--- src/rtl/pattern_store_pkg.sv ---
// pattern_store_pkg: shared constants and types for the pattern store.
//   PS_*         default parameter values for pattern_store and its interface
//   ps_state_t   read FSM state encoding
//   PS_CNT_W     width of the wait-state counter (WAIT_STATES is 0..15)
package pattern_store_pkg;

  localparam int PS_WORD_SIZE    = 8;
  localparam int PS_ADDRESS_SIZE = 4;
  localparam int PS_MEMORY_QTY   = 16;
  localparam int PS_WAIT_STATES  = 2;
  localparam int PS_CNT_W        = 4;

  typedef enum logic [1:0] {
    ST_IDLE  = 2'd0,
    ST_WAIT  = 2'd1,
    ST_READY = 2'd2
  } ps_state_t;

endpackage

--- src/rtl/pattern_store_if.sv ---
// pattern_store_if: read/write bus between a sequencer (master) and the
// pattern store (slave).
//   r_en/r_addr        read request, held until r_rdy
//   r_data/r_rdy       read response
//   w_en/w_addr/w_data single-cycle write strobe
//   busy               read FSM not idle
interface pattern_store_if
  import pattern_store_pkg::*;
#(
  parameter int WORD_SIZE    = PS_WORD_SIZE,
  parameter int ADDRESS_SIZE = PS_ADDRESS_SIZE
);
  logic                    r_en;
  logic [ADDRESS_SIZE-1:0] r_addr;
  logic [WORD_SIZE-1:0]    r_data;
  logic                    r_rdy;
  logic                    w_en;
  logic [ADDRESS_SIZE-1:0] w_addr;
  logic [WORD_SIZE-1:0]    w_data;
  logic                    busy;

  modport master (output r_en, r_addr, w_en, w_addr, w_data,
                  input  r_data, r_rdy, busy);
  modport slave  (input  r_en, r_addr, w_en, w_addr, w_data,
                  output r_data, r_rdy, busy);
endinterface

--- src/rtl/pattern_store_ram.sv ---
// pattern_store_ram: MEMORY_QTY x WORD_SIZE storage, synchronous write,
// combinational read. Addresses >= MEMORY_QTY read as 0 and ignore writes.
//   clock            write clock
//   reset            only present with PATTERN_STORE_INIT_EN: loads
//                    mem[i] = 1 << (i mod WORD_SIZE)
//   i_we/i_waddr/i_wdata  write port
//   i_raddr/o_rdata       read port
// Macro: PATTERN_STORE_INIT_EN (undefined: memory is not reset).
module pattern_store_ram #(
  parameter int WORD_SIZE    = 8,
  parameter int ADDRESS_SIZE = 4,
  parameter int MEMORY_QTY   = 16
) (
  input  logic                    clock,
`ifdef PATTERN_STORE_INIT_EN
  input  logic                    reset,
`endif
  input  logic                    i_we,
  input  logic [ADDRESS_SIZE-1:0] i_waddr,
  input  logic [WORD_SIZE-1:0]    i_wdata,
  input  logic [ADDRESS_SIZE-1:0] i_raddr,
  output logic [WORD_SIZE-1:0]    o_rdata
);

  logic [WORD_SIZE-1:0] r_mem [0:MEMORY_QTY-1];
  logic                 w_wr_ok;
  logic                 w_rd_ok;

  assign w_wr_ok = i_we && (int'(i_waddr) < MEMORY_QTY);
  assign w_rd_ok = int'(i_raddr) < MEMORY_QTY;
  assign o_rdata = w_rd_ok ? r_mem[i_raddr] : '0;

`ifdef PATTERN_STORE_INIT_EN
  always_ff @(posedge clock or posedge reset) begin
    if (reset) begin
      for (int i = 0; i < MEMORY_QTY; i++)
        r_mem[i] <= WORD_SIZE'(1) << (i % WORD_SIZE);
    end else if (w_wr_ok) begin
      r_mem[i_waddr] <= i_wdata;
    end
  end
`else
  always_ff @(posedge clock) begin
    if (w_wr_ok) r_mem[i_waddr] <= i_wdata;
  end
`endif

endmodule

--- src/rtl/pattern_store.sv ---
// pattern_store: pattern word memory with a wait-stated read handshake.
//   clock  rising-edge clock
//   reset  asynchronous, active-high
//   bus    pattern_store_if.slave (r_en/r_addr/r_data/r_rdy, w_en/w_addr/
//          w_data, busy)
// A read sampled in IDLE completes WAIT_STATES+1 edges later counting the
// sampling edge; r_rdy/r_data then hold until r_en falls. Writes go straight
// to the RAM regardless of FSM state.
// Macro: PATTERN_STORE_INIT_EN (reset preloads the memory).
module pattern_store
  import pattern_store_pkg::*;
#(
  parameter int WORD_SIZE    = PS_WORD_SIZE,
  parameter int ADDRESS_SIZE = PS_ADDRESS_SIZE,
  parameter int MEMORY_QTY   = PS_MEMORY_QTY,
  parameter int WAIT_STATES  = PS_WAIT_STATES
) (
  input  logic             clock,
  input  logic             reset,
  pattern_store_if.slave   bus
);

  ps_state_t               r_state, w_state_nxt;
  logic [PS_CNT_W-1:0]     r_cnt;
  logic [ADDRESS_SIZE-1:0] r_addr_cap, w_rd_addr;
  logic [WORD_SIZE-1:0]    r_rdata, w_rd_word;
  logic                    w_load;

  pattern_store_ram #(
    .WORD_SIZE    (WORD_SIZE),
    .ADDRESS_SIZE (ADDRESS_SIZE),
    .MEMORY_QTY   (MEMORY_QTY)
  ) u_ram (
    .clock   (clock),
`ifdef PATTERN_STORE_INIT_EN
    .reset   (reset),
`endif
    .i_we    (bus.w_en),
    .i_waddr (bus.w_addr),
    .i_wdata (bus.w_data),
    .i_raddr (w_rd_addr),
    .o_rdata (w_rd_word)
  );

  always_ff @(posedge clock or posedge reset) begin
    if (reset) r_state <= ST_IDLE;
    else       r_state <= w_state_nxt;
  end

  // The counter is decremented on every WAIT edge; the edge that takes it
  // from 1 to 0 is the READY-entry edge, which gives WAIT_STATES+1 edges
  // counting the IDLE sampling edge. The <= also covers a stray zero count.
  always_comb begin
    w_state_nxt = r_state;
    unique case (r_state)
      ST_IDLE:  if (bus.r_en) w_state_nxt = (WAIT_STATES == 0) ? ST_READY : ST_WAIT;
      ST_WAIT:  if (!bus.r_en)                  w_state_nxt = ST_IDLE;
                else if (r_cnt <= PS_CNT_W'(1)) w_state_nxt = ST_READY;
      ST_READY: if (!bus.r_en) w_state_nxt = ST_IDLE;
      default:  w_state_nxt = ST_IDLE;
    endcase
  end

  // In IDLE the live address feeds the RAM so a zero-wait read sees the
  // address being captured on the same edge. The read is combinational, so
  // a write on the READY-entry edge is not visible to that read.
  always_comb begin
    w_rd_addr  = (r_state == ST_IDLE) ? bus.r_addr : r_addr_cap;
    w_load     = (w_state_nxt == ST_READY) && (r_state != ST_READY);
    bus.r_rdy  = (r_state == ST_READY);
    bus.busy   = (r_state != ST_IDLE);
    bus.r_data = r_rdata;
  end

  always_ff @(posedge clock or posedge reset) begin
    if (reset) begin
      r_cnt      <= '0;
      r_addr_cap <= '0;
      r_rdata    <= '0;
    end else begin
      unique case (r_state)
        ST_IDLE: if (bus.r_en) begin
          r_cnt      <= PS_CNT_W'(WAIT_STATES);
          r_addr_cap <= bus.r_addr;
        end
        ST_WAIT: r_cnt <= bus.r_en ? r_cnt - PS_CNT_W'(1) : '0;
        default: ;
      endcase
      if (w_load) r_rdata <= w_rd_word;
    end
  end

endmodule

--- src/flat_wrapper.sv ---
// flat-port wrapper written by rule: the top's interface ports become plain ports
module pattern_store_flat import pattern_store_pkg::*;
#(
  parameter int WORD_SIZE    = PS_WORD_SIZE,
  parameter int ADDRESS_SIZE = PS_ADDRESS_SIZE,
  parameter int MEMORY_QTY   = PS_MEMORY_QTY,
  parameter int WAIT_STATES  = PS_WAIT_STATES
)
  (clock, reset, bus_r_en, bus_r_addr, bus_w_en, bus_w_addr, bus_w_data, bus_r_data, bus_r_rdy, bus_busy);
  pattern_store_if #(.WORD_SIZE(WORD_SIZE), .ADDRESS_SIZE(ADDRESS_SIZE)) bus_i ();
  input  logic clock;
  input  logic reset;
  input wire logic [$bits(bus_i.r_en)-1:0] bus_r_en;
  input wire logic [$bits(bus_i.r_addr)-1:0] bus_r_addr;
  input wire logic [$bits(bus_i.w_en)-1:0] bus_w_en;
  input wire logic [$bits(bus_i.w_addr)-1:0] bus_w_addr;
  input wire logic [$bits(bus_i.w_data)-1:0] bus_w_data;
  output wire logic [$bits(bus_i.r_data)-1:0] bus_r_data;
  output wire logic [$bits(bus_i.r_rdy)-1:0] bus_r_rdy;
  output wire logic [$bits(bus_i.busy)-1:0] bus_busy;
  assign bus_i.r_en = bus_r_en;
  assign bus_i.r_addr = bus_r_addr;
  assign bus_i.w_en = bus_w_en;
  assign bus_i.w_addr = bus_w_addr;
  assign bus_i.w_data = bus_w_data;
  assign bus_r_data = bus_i.r_data;
  assign bus_r_rdy = bus_i.r_rdy;
  assign bus_busy = bus_i.busy;
  pattern_store #(.WORD_SIZE(WORD_SIZE), .ADDRESS_SIZE(ADDRESS_SIZE), .MEMORY_QTY(MEMORY_QTY), .WAIT_STATES(WAIT_STATES)) u_core (.clock(clock), .reset(reset), .bus(bus_i));
endmodule
--- config.mk ---
export PLATFORM = sky130hd
export DESIGN_NAME = pattern_store_flat
export DESIGN_NICKNAME = d
export VERILOG_FILES = /design/src/rtl/pattern_store_pkg.sv /design/src/rtl/pattern_store_if.sv /design/src/rtl/pattern_store_ram.sv /design/src/rtl/pattern_store.sv /design/src/flat_wrapper.sv
export SDC_FILE = /design/constraint.sdc
export NUM_CORES = 1
export LEC_CHECK = 0
export CORE_MARGIN = 2
export CORE_UTILIZATION = 59
export DETAILED_ROUTE_END_ITERATION = 8
export GPL_TIMING_DRIVEN = 0
export MAX_ROUTING_LAYER = met4
export PLACE_DENSITY_LB_ADDON = 0.15
export SYNTH_ARGS = -nofsm -noshare
export SYNTH_HDL_FRONTEND = slang
export SYNTH_HIERARCHICAL = 1
export SYNTH_SLANG_ARGS = --single-unit
--- constraint.sdc ---
create_clock -name clock -period 3.05 [get_ports clock]
set_input_delay 0.61 -clock clock [delete_from_list [all_inputs] [get_ports clock]]
set_output_delay 0.61 -clock clock [all_outputs]
set_load 0.01 [all_outputs]
# Word level (Yosys, flattened, before mapping)
# Memory sizes are Yosys's and may differ from the RTL's. A register that Yosys moved wholly into a read port is not among the register bits.
# Index checks and enable logic that the tools add are counted.
# totals
romBits	0
elab_cells	28
mem_count	1
latchBits	0
output_inout_bits	10
regBits	10
inputBits	20
mem_bits_rw	128
# memory_table
name	depth	word_bits	rd	rd_ports_with_merged_regs	wr	line_no	source
u_core.u_ram.r_mem	16	8	1	1	1	pattern_store_ram.sv:25	logic [WORD_SIZE-1:0] r_mem [0:MEMORY_QTY-1];
# classes
n_mux	11
bitwise_logic	0
eq_ne	5
magnitude_cmp	1
n_div	0
n_addsub	1
mul	0
n_reduce_logical	6
n_shift	0
# ops
op	n
4-bit 2-to-1 mux	3
2-bit 2-to-1 mux	4
4-bit case mux with 2 select lines	1
2-bit case mux with 3 select lines	1
2-bit equality test (second input constant)	2
4-bit by 1-bit <= comparator with 1-bit output (second input constant)	1
2-bit inequality test (second input constant)	2
2-bit AND reduction	2
2-bit nonzero test	2
4-bit by 1-bit subtractor with 4-bit output (second input constant)	1
2-bit by 1-bit equality test with 1-bit output (second input constant)	1
2-bit zero test	1
1-bit 2-to-1 mux	2
1-bit logical AND	1

# Logic depth before layout (Yosys ltp)
# depth
word_depth	6
mapped_depth	9
depth_no_buf	6

# Cells and area by module
# Netlist, hierarchy kept.
# by_module_without_submodules
module	seq_area_each_um2	cells_each	instances	area_per_inst_um2
pattern_store_ram	3843.7	221	1	4987.3
pattern_store	450.4	66	1	849.6

# Worst setup path after synthesis
# Ideal clock, no wire load.
# synth_timing
path_kind	flip-flop to flip-flop
startpoint	reg u_core.r_state[0]
endpoint	reg u_core.r_rdata[1], in the netlist u_core/bus.r_data[1] (read register of u_core.u_ram.r_mem)
slack_ns	0.608
t_required_ns	2.925
arrival_ns	2.317
stages_incl_launch_ff	10
n_path_buf	3
setup_ns	0.125
synth_period_minus_slack_ns	2.442
path_cell_list	dfrtp_1 buf_2 nor2_1 mux2_2 buf_6 buf_6 mux4_1 a22oi_1 nand2_1 mux2_2
# synth_between
elab_cells_between_ends	12
cone_classes	eq/ne (4); mux (6); reduce/logical (2)
# synth_rtl
element	line_no	source
start, declared	pattern_store.sv:23	ps_state_t r_state, w_state_nxt;
start signal, assigned	pattern_store.sv:47	else r_state <= w_state_nxt;
2-bit zero test	pattern_store.sv:68	w_rd_addr = (r_state == ST_IDLE) ? bus.r_addr : r_addr_cap;
4-bit 2-to-1 mux	pattern_store.sv:68	
named net u_core.w_rd_addr[0]	pattern_store.sv:25	logic [ADDRESS_SIZE-1:0] r_addr_cap, w_rd_addr;
end, declared	pattern_store.sv:26	logic [WORD_SIZE-1:0] r_rdata, w_rd_word;
# The timed path passes the listed nets, and every way through them passes these cells.
# A chain may end at the register's enable or synchronous reset.

# Final worst setup path
# layout_timing
startpoint	reg u_core.r_state[0]
endpoint	reg u_core.r_rdata[3], in the netlist u_core/bus.r_data[3] (read register of u_core.u_ram.r_mem)
# Same word-level chain as after synthesis.

==> flow_summary.html <==
<table>
<tr><th>Metric</th><th>Value</th></tr>
<tr><th colspan="2">Run status</th></tr>
<tr><td>Run status</td><td>completed</td></tr>
<tr><th colspan="2">Placed design</th></tr>
<tr><td>Post-Place Worst Slack</td><td>-0.03306 ns</td></tr>
<tr><td>Placed insts</td><td>449</td></tr>
<tr><td>Post-detailed-placement half-perimeter wirelength</td><td>7012 um</td></tr>
<tr><td>Final weighted congestion in routability-driven placement</td><td>0.7260</td></tr>
<tr><td>Placement Cell Area</td><td>6294 sq um</td></tr>
<tr><td>Port Buffer Count</td><td>29</td></tr>
<tr><th colspan="2">Flow run</th></tr>
<tr><td># Max-Cap Violations</td><td>0</td></tr>
<tr><th colspan="2">Die</th></tr>
<tr><td>Starting density of the core</td><td>60.27%</td></tr>
<tr><td>Rows</td><td>36</td></tr>
<tr><td>Vertical die dimension</td><td>103.5 um</td></tr>
<tr><td>Die area</td><td>10710 sq um</td></tr>
<tr><td>I/O pins</td><td>30</td></tr>
<tr><td>Core Footprint</td><td>9684 sq um</td></tr>
<tr><td>Width of the die</td><td>103.5 um</td></tr>
<tr><th colspan="2">Clock network</th></tr>
<tr><td>Clock transition at path regs</td><td>0.06 ns</td></tr>
<tr><td>Clock tree from TritonCTS</td><td>built</td></tr>
<tr><td>Number of CTS-inserted buffers</td><td>17</td></tr>
<tr><td>Clock latency of the later-clocked register in the worst-skew pair</td><td>0.52 ns</td></tr>
<tr><td>Library cell used as clock root buffer</td><td>sky130_fd_sc_hd__clkbuf_8</td></tr>
<tr><td>Post-CTS Resized</td><td>0</td></tr>
<tr><td>Clock sink count</td><td>146</td></tr>
<tr><td>Htree depth</td><td>4</td></tr>
<tr><td>Number of buffers added to fix hold violations after cts</td><td>0</td></tr>
<tr><td>Post-CTS setup buffer count</td><td>0</td></tr>
<tr><td>Worst-case clock buffer depth</td><td>2</td></tr>
<tr><th colspan="2">Worst setup path</th></tr>
<tr><td>Required time of the critical path</td><td>3.46 ns</td></tr>
<tr><td>Worst Path Max Fanout</td><td>10</td></tr>
<tr><td>Kind of critical path</td><td>reg2reg</td></tr>
<tr><td>Critical Path End Type</td><td>register</td></tr>
<tr><td>Register-to-Register Path Depth</td><td>9</td></tr>
<tr><td>Critical Path Start Type</td><td>register</td></tr>
<tr><td>Signal arrival time at the worst endpoint</td><td>3.29 ns</td></tr>
<tr><th colspan="2">Pwr</th></tr>
<tr><td>Leakage dissipation</td><td>2.369 nW</td></tr>
<tr><td>Cell Pwr Density</td><td>905.9 nW/um^2</td></tr>
<tr><td>Design Power</td><td>6.237 mW</td></tr>
<tr><td>VDD IR-drop max</td><td>0.0005774 V</td></tr>
<tr><th colspan="2">STA</th></tr>
<tr><td>Worst Clk Skew</td><td>0.008636 ns</td></tr>
<tr><td>Slew margin rel.</td><td>12.53%</td></tr>
<tr><td>Setup TNS Final</td><td>0 ns</td></tr>
<tr><td>Worst slack on hold paths</td><td>0.4908 ns</td></tr>
<tr><td>RSZ-0062 raised after global routing</td><td>false</td></tr>
<tr><td>Final-report max-slew violation count</td><td>0</td></tr>
<tr><td>Final worst-path cycle share</td><td>94.43%</td></tr>
<tr><td>Final critical-path required period</td><td>2.880 ns</td></tr>
<tr><td>Achievable clock frequency</td><td>0.3472 GHz</td></tr>
<tr><td>Final setup vio count</td><td>0</td></tr>
<tr><td>Post-layout worst setup margin</td><td>0.1698 ns</td></tr>
<tr><td>Number of hold-slack violations in the final timing report</td><td>0</td></tr>
<tr><td>Worst Tran Pin Value</td><td>1.302 ns</td></tr>
<tr><th colspan="2">Final layout</th></tr>
<tr><td>Share of post-route cells with drive strength above 1</td><td>23.56%</td></tr>
<tr><td>Filler Cell Count</td><td>595</td></tr>
<tr><td>End-of-flow core utilization</td><td>71.10%</td></tr>
<tr><td>Most frequent standard cell in the layout excluding fill and tap cells</td><td>sky130_fd_sc_hd__edfxtp_1</td></tr>
<tr><td>Antenna cell count</td><td>0</td></tr>
<tr><td>Total Nets Final</td><td>357</td></tr>
<tr><td>Final cell count without fillers</td><td>481</td></tr>
<tr><td>Area Growth Syn to Fin</td><td>17.96%</td></tr>
<tr><td>Cell area after layout</td><td>6885 sq um</td></tr>
<tr><td>Commonest non-fill, non-tap cells in the layout</td><td>sky130_fd_sc_hd__edfxtp_1, sky130_fd_sc_hd__clkdlybuf4s50_1, sky130_fd_sc_hd__clkbuf_16</td></tr>
<tr><td>Register Area</td><td>4294 sq um</td></tr>
<tr><td>Area of the multi-input gates</td><td>1434 sq um</td></tr>
<tr><th colspan="2">Yosys</th></tr>
<tr><td>Post-Synthesis Cells</td><td>287</td></tr>
<tr><td>Proportion of synthesized flip-flops having asynchronous set or reset</td><td>12.33%</td></tr>
<tr><td>Yosys synthesis warning count</td><td>6</td></tr>
<tr><td>Top flip-flop cell by instance count after synthesis</td><td>sky130_fd_sc_hd__edfxtp_1</td></tr>
<tr><td>Sequential share of the synthesized area</td><td>73.57%</td></tr>
<tr><td>Mapped cell area</td><td>5837 sq um</td></tr>
<tr><td>Synthesized area per cell</td><td>20.34 sq um</td></tr>
<tr><td>Count of different cell masters after synthesis</td><td>35</td></tr>
<tr><td>Number of flops mapped to enable cells by yosys</td><td>128</td></tr>
<tr><td>Post-Syn Nets</td><td>309</td></tr>
<tr><td>Flip-flop and latch count after synthesis</td><td>146</td></tr>
<tr><th colspan="2">Detailed routing</th></tr>
<tr><td>Residual antenna-violating net count after detailed routing</td><td>0</td></tr>
<tr><td>Wire length after detailed routing</td><td>11210 um</td></tr>
<tr><td>DRT iter0 DRCs</td><td>273</td></tr>
<tr><td>Count of TritonRoute iterations in the first routing pass</td><td>4</td></tr>
<tr><td>Final routed DRC violation total</td><td>0</td></tr>
<tr><td>Post-detailed-route wirelength per cell</td><td>23.30 um</td></tr>
<tr><td>Via density per instance</td><td>5.971</td></tr>
<tr><td>Via Count</td><td>2872</td></tr>
<tr><th colspan="2">Global routing</th></tr>
<tr><td>Antenna violations before repair</td><td>0</td></tr>
<tr><td>Remaining global-route overflow</td><td>0</td></tr>
<tr><td>Global-route wire length before repair</td><td>16610 um</td></tr>
<tr><td>Largest net degree at the start of global routing</td><td>19</td></tr>
<tr><td>Via count of the first global-routing pass</td><td>2859</td></tr>
<tr><td>Total track usage</td><td>23.71%</td></tr>
<tr><th colspan="2">Min path</th></tr>
<tr><td>Hold WC Path Type</td><td>in2async</td></tr>
</table>
registers in the layout, indices dropped and copies added, names as in the netlist:
register            cells
u_core/bus.r_data       8
u_core/u_ram/r_mem    128
u_core/r_addr_cap       4
u_core/r_state          2
u_core/r_cnt            4
worst max-delay path, stage by stage (launching register included):
cell                      delay (ns)
sky130_fd_sc_hd__dfrtp_1        0.36
sky130_fd_sc_hd__buf_2          0.17
sky130_fd_sc_hd__nor2_1         0.35
sky130_fd_sc_hd__mux2_2         0.40
sky130_fd_sc_hd__buf_6          0.14
sky130_fd_sc_hd__buf_6          0.15
sky130_fd_sc_hd__mux4_1         0.47
sky130_fd_sc_hd__a22oi_1        0.32
sky130_fd_sc_hd__nand2_1        0.14
sky130_fd_sc_hd__mux2_2         0.27
where the power goes:
part	total, mW	leakage, nW	internal [mW]	switching [mW]
Clock	1.99	0.293	1.23	0.759
Sequential	2.42	1.38	2.33	0.0898
Combinational	1.83	0.696	0.932	0.899
Total	6.24	2.37	4.49	1.75
cell type report:
cell class                      instances  area share (%)
Buffer                                 11           1.327
Clock buffer                           26           8.014
Clock inverter                          6          0.5088
Inverter                                6          0.3271
Multi-Input combinational cell        124           20.83
Sequential cell                       146           62.37
Tap cell                              133           2.417
Timing Repair Buffer                   29           4.216
path summary, 6_finish.rpt:
kind                                      start                   end  slack, ns
setup / recovery              u_core/r_state[0]  u_core/bus.r_data[3]       0.17
min in group clock         u_core/bus.r_data[4]  u_core/bus.r_data[4]       0.50
max in group asynchronous                 reset       u_core/r_cnt[2]       2.12
setup reg to reg              u_core/r_state[0]  u_core/bus.r_data[3]       0.17
hold / removal                            reset  u_core/bus.r_data[3]       0.49
hold reg to reg            u_core/bus.r_data[4]  u_core/bus.r_data[4]       0.50
cell usage after synthesis, types with 3 or more instances:
| master | instances | share of area [%] |
|---|---|---|
| sky130_fd_sc_hd__edfxtp_1 | 128 | 66 |
| sky130_fd_sc_hd__dfrtp_1 | 18 | 7.7 |
| sky130_fd_sc_hd__mux4_2 | 18 | 6.9 |
| sky130_fd_sc_hd__a22oi_1 | 16 | 2.1 |
| sky130_fd_sc_hd__mux2_2 | 16 | 3.1 |
| sky130_fd_sc_hd__nor2_1 | 16 | 1.0 |
| sky130_fd_sc_hd__nand2_1 | 15 | 0.96 |
| sky130_fd_sc_hd__mux4_1 | 14 | 6.3 |
| sky130_fd_sc_hd__inv_1 | 6 | 0.39 |
| sky130_fd_sc_hd__buf_2 | 4 | 0.34 |
| sky130_fd_sc_hd__nor3_1 | 4 | 0.34 |
| sky130_fd_sc_hd__buf_6 | 3 | 0.58 |
| sky130_fd_sc_hd__clkdlybuf4s25_2 | 3 | 0.51 |
metal layers:
layer / wire, um / GRT usage, % / vias to the layer above / share of wire [%]
li1: - / - / 1276 / -
met1: 4703 / 32.26 / 1480 / 42
met2: 5698 / 35.93 / 102 / 51
met3: 669 / 6.048 / 14 / 6.0
met4: 136 / 7.389 / 0 / 1.2
met5: 0 / - / - / 0
logic make-up (layout without fill, tap and decap cells):
logic type	count (synthesis)	in the layout	share of synthesized area, %
flip-flops	146	146	73.57
AND/OR/NAND/NOR	50	50	4.309
multiplexers	49	49	16.51
AO/OA/AOI/OAI	23	23	3.237
buffers and inverters	17	78	1.951
adder cells (fa/ha/maj)	2	2	0.4287
Note: power is estimated with default switching activity, not from simulation.
==> RTL edit 1: new RTL, same flow settings <==
Change the package constant `PS_WORD_SIZE` from 8 to 4.
--- a/src/rtl/pattern_store_pkg.sv
+++ b/src/rtl/pattern_store_pkg.sv
@@ -4,7 +4,7 @@
 //   PS_CNT_W     width of the wait-state counter (WAIT_STATES is 0..15)
 package pattern_store_pkg;
 
-  localparam int PS_WORD_SIZE    = 8;
+  localparam int PS_WORD_SIZE    = 4;
   localparam int PS_ADDRESS_SIZE = 4;
   localparam int PS_MEMORY_QTY   = 16;
   localparam int PS_WAIT_STATES  = 2;
Interface: changed (resized bus_r_data and bus_w_data); port bits go from 30 to 22. The function was not compared with the original's and may differ.
==> RTL edit 1 against the original RTL <==
Sequential cell count shrank 68; cell area shrank 45%; combinational power shrank 46%; sequential power shrank 45%; core utilization shrank 1.7 points; synthesized area shrank 44%; hold slack lost 0.0013 ns; wire length shrank 52%; worst setup slack gained 0.027 ns; power shrank 51%; die area shrank 42%.
==> RTL edit 1: results <==
outcome:
  outcome: "completed"
global_route:
  grt_use_met2_pct: 33.6
  grt_pass1_wl_mm: 8.59
  met1_usage_pct: 23.9
  grt_pass1_vias: 1753
  antenna_found_initial: 0
  grt_start_max_net_pins: 17
  use_met3_pct: 4.37
  grtUsageTotal_pct: 20.2
sta:
  fin_skew_ns: 0.00805
  tightest_slew_ns: 0.670
  hold_slack_ns: 0.489
  fmax_mhz: 350
power_and_ir_drop:
  power_leakage_nw: 1.34
  power.internal_mw: 2.16
  power_frac_seq_pct: 43.6
  total_power_mw: 3.05
  pwr-share-comb_pct: 32.4
  ir_drop_mv: 0.426
synthesis:
  synth_fa_ha_area_share_pct: 0.762
  netlist_top_cells_count: "64 x edfxtp_1, 18 x nor2_1, 14 x dfrtp_1, 14 x mux4_1"
  syn-num-nets: 204
  synth-compound-area-share_pct: 2.44
  synth_xor_area_share_pct: 0
  synth_edf_count: 64
  netlist_instances: 186
  synthArstFlopShare_pct: 17.9
  synthMuxAreaShare_pct: 17.3
  yosys_warnings: 6
  seq_area_frac_synth_pct: 69.2
  yosys-top-cells-area: "edfxtp_1 58%, mux4_1 11%, dfrtp_1 11%"
  synth.distinct_cells: 31
finish:
  largest_register_ffs: 64
  layout.nets: 236
  drive_gt1_share_pct: 13.9
  top_register: "u_core/u_ram/r_mem"
cts:
  postCtsSetupBuffers: 0
  htreeDepth: 3
  ctsLongestPathBuffers: 2
  path_clk_slew_ns: 0.08
  cts-root-buf: "clkbuf_8"
  cts_buffers: 9
  clock_latency_ns: 0.34
critical_path:
  timing.reg2reg.setup_slack_ns: 0.20
  worstPathArrival_ns: 3.08
  critPathMaxFanout: 10
placement:
  place_hpwl_mm: 3.83
  routabilityCongestion: 0.780
  post-place-cells: 279
  port_buffers: 21
  place_ws_ns: 0.0647
detailed_routing:
  wl_met1_mm: 2.20
  met2_length_mm: 2.86
  wl_met3_um: 225
  vias: 1675
  detail_route.iter0.violations: 38
  viasPerCell: 5.68
  routed_wl_mm: 5.37
worst_hold_path:
  min-delay-path-class: "register to register"
## RTL edit 1: changes by cell type after synthesis, sizes merged, moves of 6 or more
| cell | delta |
|---|---|
| nand2 | -6 |
| nand3 | +7 |
| a22oi | -12 |
| mux4 | -16 |
| edfxtp | -64 |
## RTL edit 1: path summary, 6_finish.rpt
path | startpoint | endpoint | depth (start not counted)
setup / recovery | u_core/r_state[1] | u_core/bus.r_data[1] | 9
hold / removal | u_core/bus.r_data[2] | u_core/bus.r_data[2] | 1
setup reg to reg | u_core/r_state[1] | u_core/bus.r_data[1] | 9
hold reg to reg | u_core/bus.r_data[2] | u_core/bus.r_data[2] | 1
max in group asynchronous | reset | u_core/r_cnt[3] | 2
min in group asynchronous | reset | u_core/r_addr_cap[2] | 2
## RTL edit 1: through the flow
stage	instance area [sq um]	utilization, %
after floorplan	3290	-
after global placement	3590	65.9
after detailed placement	3590	65.9
after CTS	3780	69.4
after global routing	3780	69.4
final	3780	69.4
## RTL edit 1: logic make-up (layout without fill, tap and decap cells)
family,count (synthesis),after routing
buf+inv,9,46
fa+ha+maj,2,2
flops,78,78
compound gates,12,12
mux,30,30
simple gates,55,55
## RTL edit 1: layout make-up
type | count | area, sq um
plain buffers | 5 | 45.0
clock buffers | 10 | 128
clock inverters | 6 | 62.6
fillers | 350 | 1660
inverters | 4 | 15.0
multi-input cells | 99 | 953
flip-flops and latches | 78 | 2270
well taps | 72 | 90.1
repair buffers | 21 | 210
## RTL edit 1: critical path: stages (launching register included)
cell and delay, ns:
dfrtp_1 0.36, buf_2 0.17, nor2_1 0.35, mux2_2 0.23, clkbuf_1 0.29, buf_2 0.32, mux4_2 0.35, a22oi_1 0.24
nand3_1 0.13, mux2_1 0.31
==> RTL edit 2: new RTL, config.mk and constraints unchanged <==
Without the edit above. The 3 states of `ps_state_t` get a one-hot encoding in 3 bits.
--- a/src/rtl/pattern_store_pkg.sv
+++ b/src/rtl/pattern_store_pkg.sv
@@ -10,10 +10,10 @@
   localparam int PS_WAIT_STATES  = 2;
   localparam int PS_CNT_W        = 4;
 
-  typedef enum logic [1:0] {
-    ST_IDLE  = 2'd0,
-    ST_WAIT  = 2'd1,
-    ST_READY = 2'd2
+  typedef enum logic [2:0] {
+    ST_IDLE  = 3'b001,
+    ST_WAIT  = 3'b010,
+    ST_READY = 3'b100
   } ps_state_t;
 
 endpackage
Behaviour: no difference found for any inputs over 10 cycles, from zero or initial values and one cycle with reset high; not proved beyond that.
==> RTL edit 2 against the original RTL <==
Sequential cell count up 1; worst setup slack better by 0.033 ns; cell area up 2.0%; final cell count up 2.7%; wire length up 1.1%; synthesized cell count up 5.2%; power up 4.7%; combinational power up 14%; synthesized area up 2.4%; clock skew about the same.
==> RTL edit 2: results <==
outcome:
  outcome: "completed"
detailed_routing:
  detail_route.iter0.violations: 291
  top_layer: "met4"
  wl_met1_mm: 4.67
  routed_wl_mm: 11.3
  wl_met3_um: 553
  viasPerCell: 6.20
  met2_length_mm: 5.93
  dr.pass1.iters: 5
finish:
  layout.nets: 371
  largest_register_ffs: 128
  instances_no_fill: 494
  top_register: "u_core/u_ram/r_mem"
  antenna_cells: 0
  drive_gt1_share_pct: 23.5
  fillers: 641
cts:
  htreeDepth: 4
  path_clk_slew_ns: 0.06
  clock_latency_ns: 0.52
  cts-root-buf: "clkbuf_8"
power_and_ir_drop:
  power_leakage_nw: 2.42
  ir_drop_mv: 0.542
global_route:
  grt_start_max_net_pins: 20
  grtUsageTotal_pct: 23.2
  grt_pass1_vias: 3085
  grt_pass1_wl_mm: 17.6
critical_path:
  critPathMaxFanout: 10
  crit_path_end: "u_core/bus.r_data[5]"
  timing.reg2reg.setup_slack_ns: 0.20
  cp-startpoint: "u_core/r_state[1]"
  reg2reg_depth: 10
synthesis:
  synth.distinct_cells: 40
  synth_edf_count: 128
  netlist_instances: 302
  syn-num-nets: 324
  synth_ff_type: "edfxtp_1"
  yosys-top-cells-area: "edfxtp_1 64%, dfrtp_1 7.5%, mux4_2 6.8%"
  synthArstFlopShare_pct: 12.9
  netlist_top_cells_count: "128 x edfxtp_1, 18 x dfrtp_1, 18 x mux4_2"
  seq_area_frac_synth_pct: 72.3
  yosys_warnings: 6
placement:
  port_buffers: 28
  post-place-cells: 463
  place_hpwl_mm: 7.24
  dpl_cell_area_sq_um: 6430
  routabilityCongestion: 0.788
sta:
  fin_skew_ns: 0.00901
  tightest_slew_ns: 1.30
worst_hold_path:
  hold_path_startpoint: "bus_r_en"
  min-delay-path-class: "primary input to register"
  whs_path_depth: 2
## RTL edit 2: how the worst min path moves through the flow
stage                           endpoint  slack, ns
floorplan           u_core/r_addr_cap[0]       0.48
CTS                    u_core/r_state[0]       0.33
detailed placement  u_core/r_addr_cap[1]       0.50
global placement    u_core/r_addr_cap[0]       0.48
finish                 u_core/r_state[0]       0.36
global route           u_core/r_state[0]       0.34
## RTL edit 2: repair_timing
action | in CTS | in global routing
setup buffers | 0 | 0
gates resized for setup | 0 | 2
endpoints found under the setup margin | 0 | 5
## RTL edit 2: cell families (layout without fill, tap and decap cells)
| logic type | count (synthesis) | in the layout | share of synthesized area [%] |
|---|---|---|---|
| buffers and inverters | 23 | 82 | 2.64 |
| DFF | 147 | 147 | 72.3 |
| xor gates and xnor gates | 1 | 1 | 0.147 |
| and+or+nand+nor | 48 | 48 | 4.77 |
| adders and majority gates | 2 | 2 | 0.418 |
| muxes | 48 | 48 | 15.9 |
| AOI/OAI and AO/OA | 33 | 33 | 3.83 |
## RTL edit 2: per-layer routing
metal / track usage (%) / up-vias
met5: - / -
met4: 7.81 / 0
met3: 5.99 / 16
met2: 37.0 / 104
met1: 29.8 / 1604
li1: - / 1340
## RTL edit 2: cell type report
cell class              instances  area share [%]
well taps                     133            2.37
multi-input cells             132            21.6
clock inverters                13            2.30
inverters                       7           0.374
clock buffers                  18            5.95
repair buffers                 29            4.10
plain buffers                  15            1.82
flip-flops and latches        147            61.5
## RTL edit 2: power breakdown
| part | internal (mW) | switching (mW) | total (mW) |
|---|---|---|---|
| sequential | 2.34 | 0.0852 | 2.42 |
| clock | 1.24 | 0.778 | 2.02 |
| combinational | 1.05 | 1.05 | 2.09 |
| total | 4.62 | 1.91 | 6.53 |
## RTL edit 2: worst max-delay path: stages, from the launching register on
cell     delay (ns)
dfrtp_1        0.37
buf_6          0.14
inv_1          0.11
and3_1         0.31
mux2_2         0.38
buf_6          0.14
buf_4          0.20
mux4_2         0.48
a22oi_1        0.25
nand2_1        0.10
mux2_2         0.26
## RTL edit 2: through the flow
step | hold slack, ns | setup WS, ns | utilization (%)
final | 0.364 | 0.203 | 71.5
after detailed placement | 0.496 | -0.0593 | 65.4
after floorplan | 0.477 | 0.487 | -
after global placement | 0.484 | -0.0708 | 65.4
after CTS | 0.326 | 0.0282 | 71.3
after global routing | 0.344 | 0.0902 | 71.5
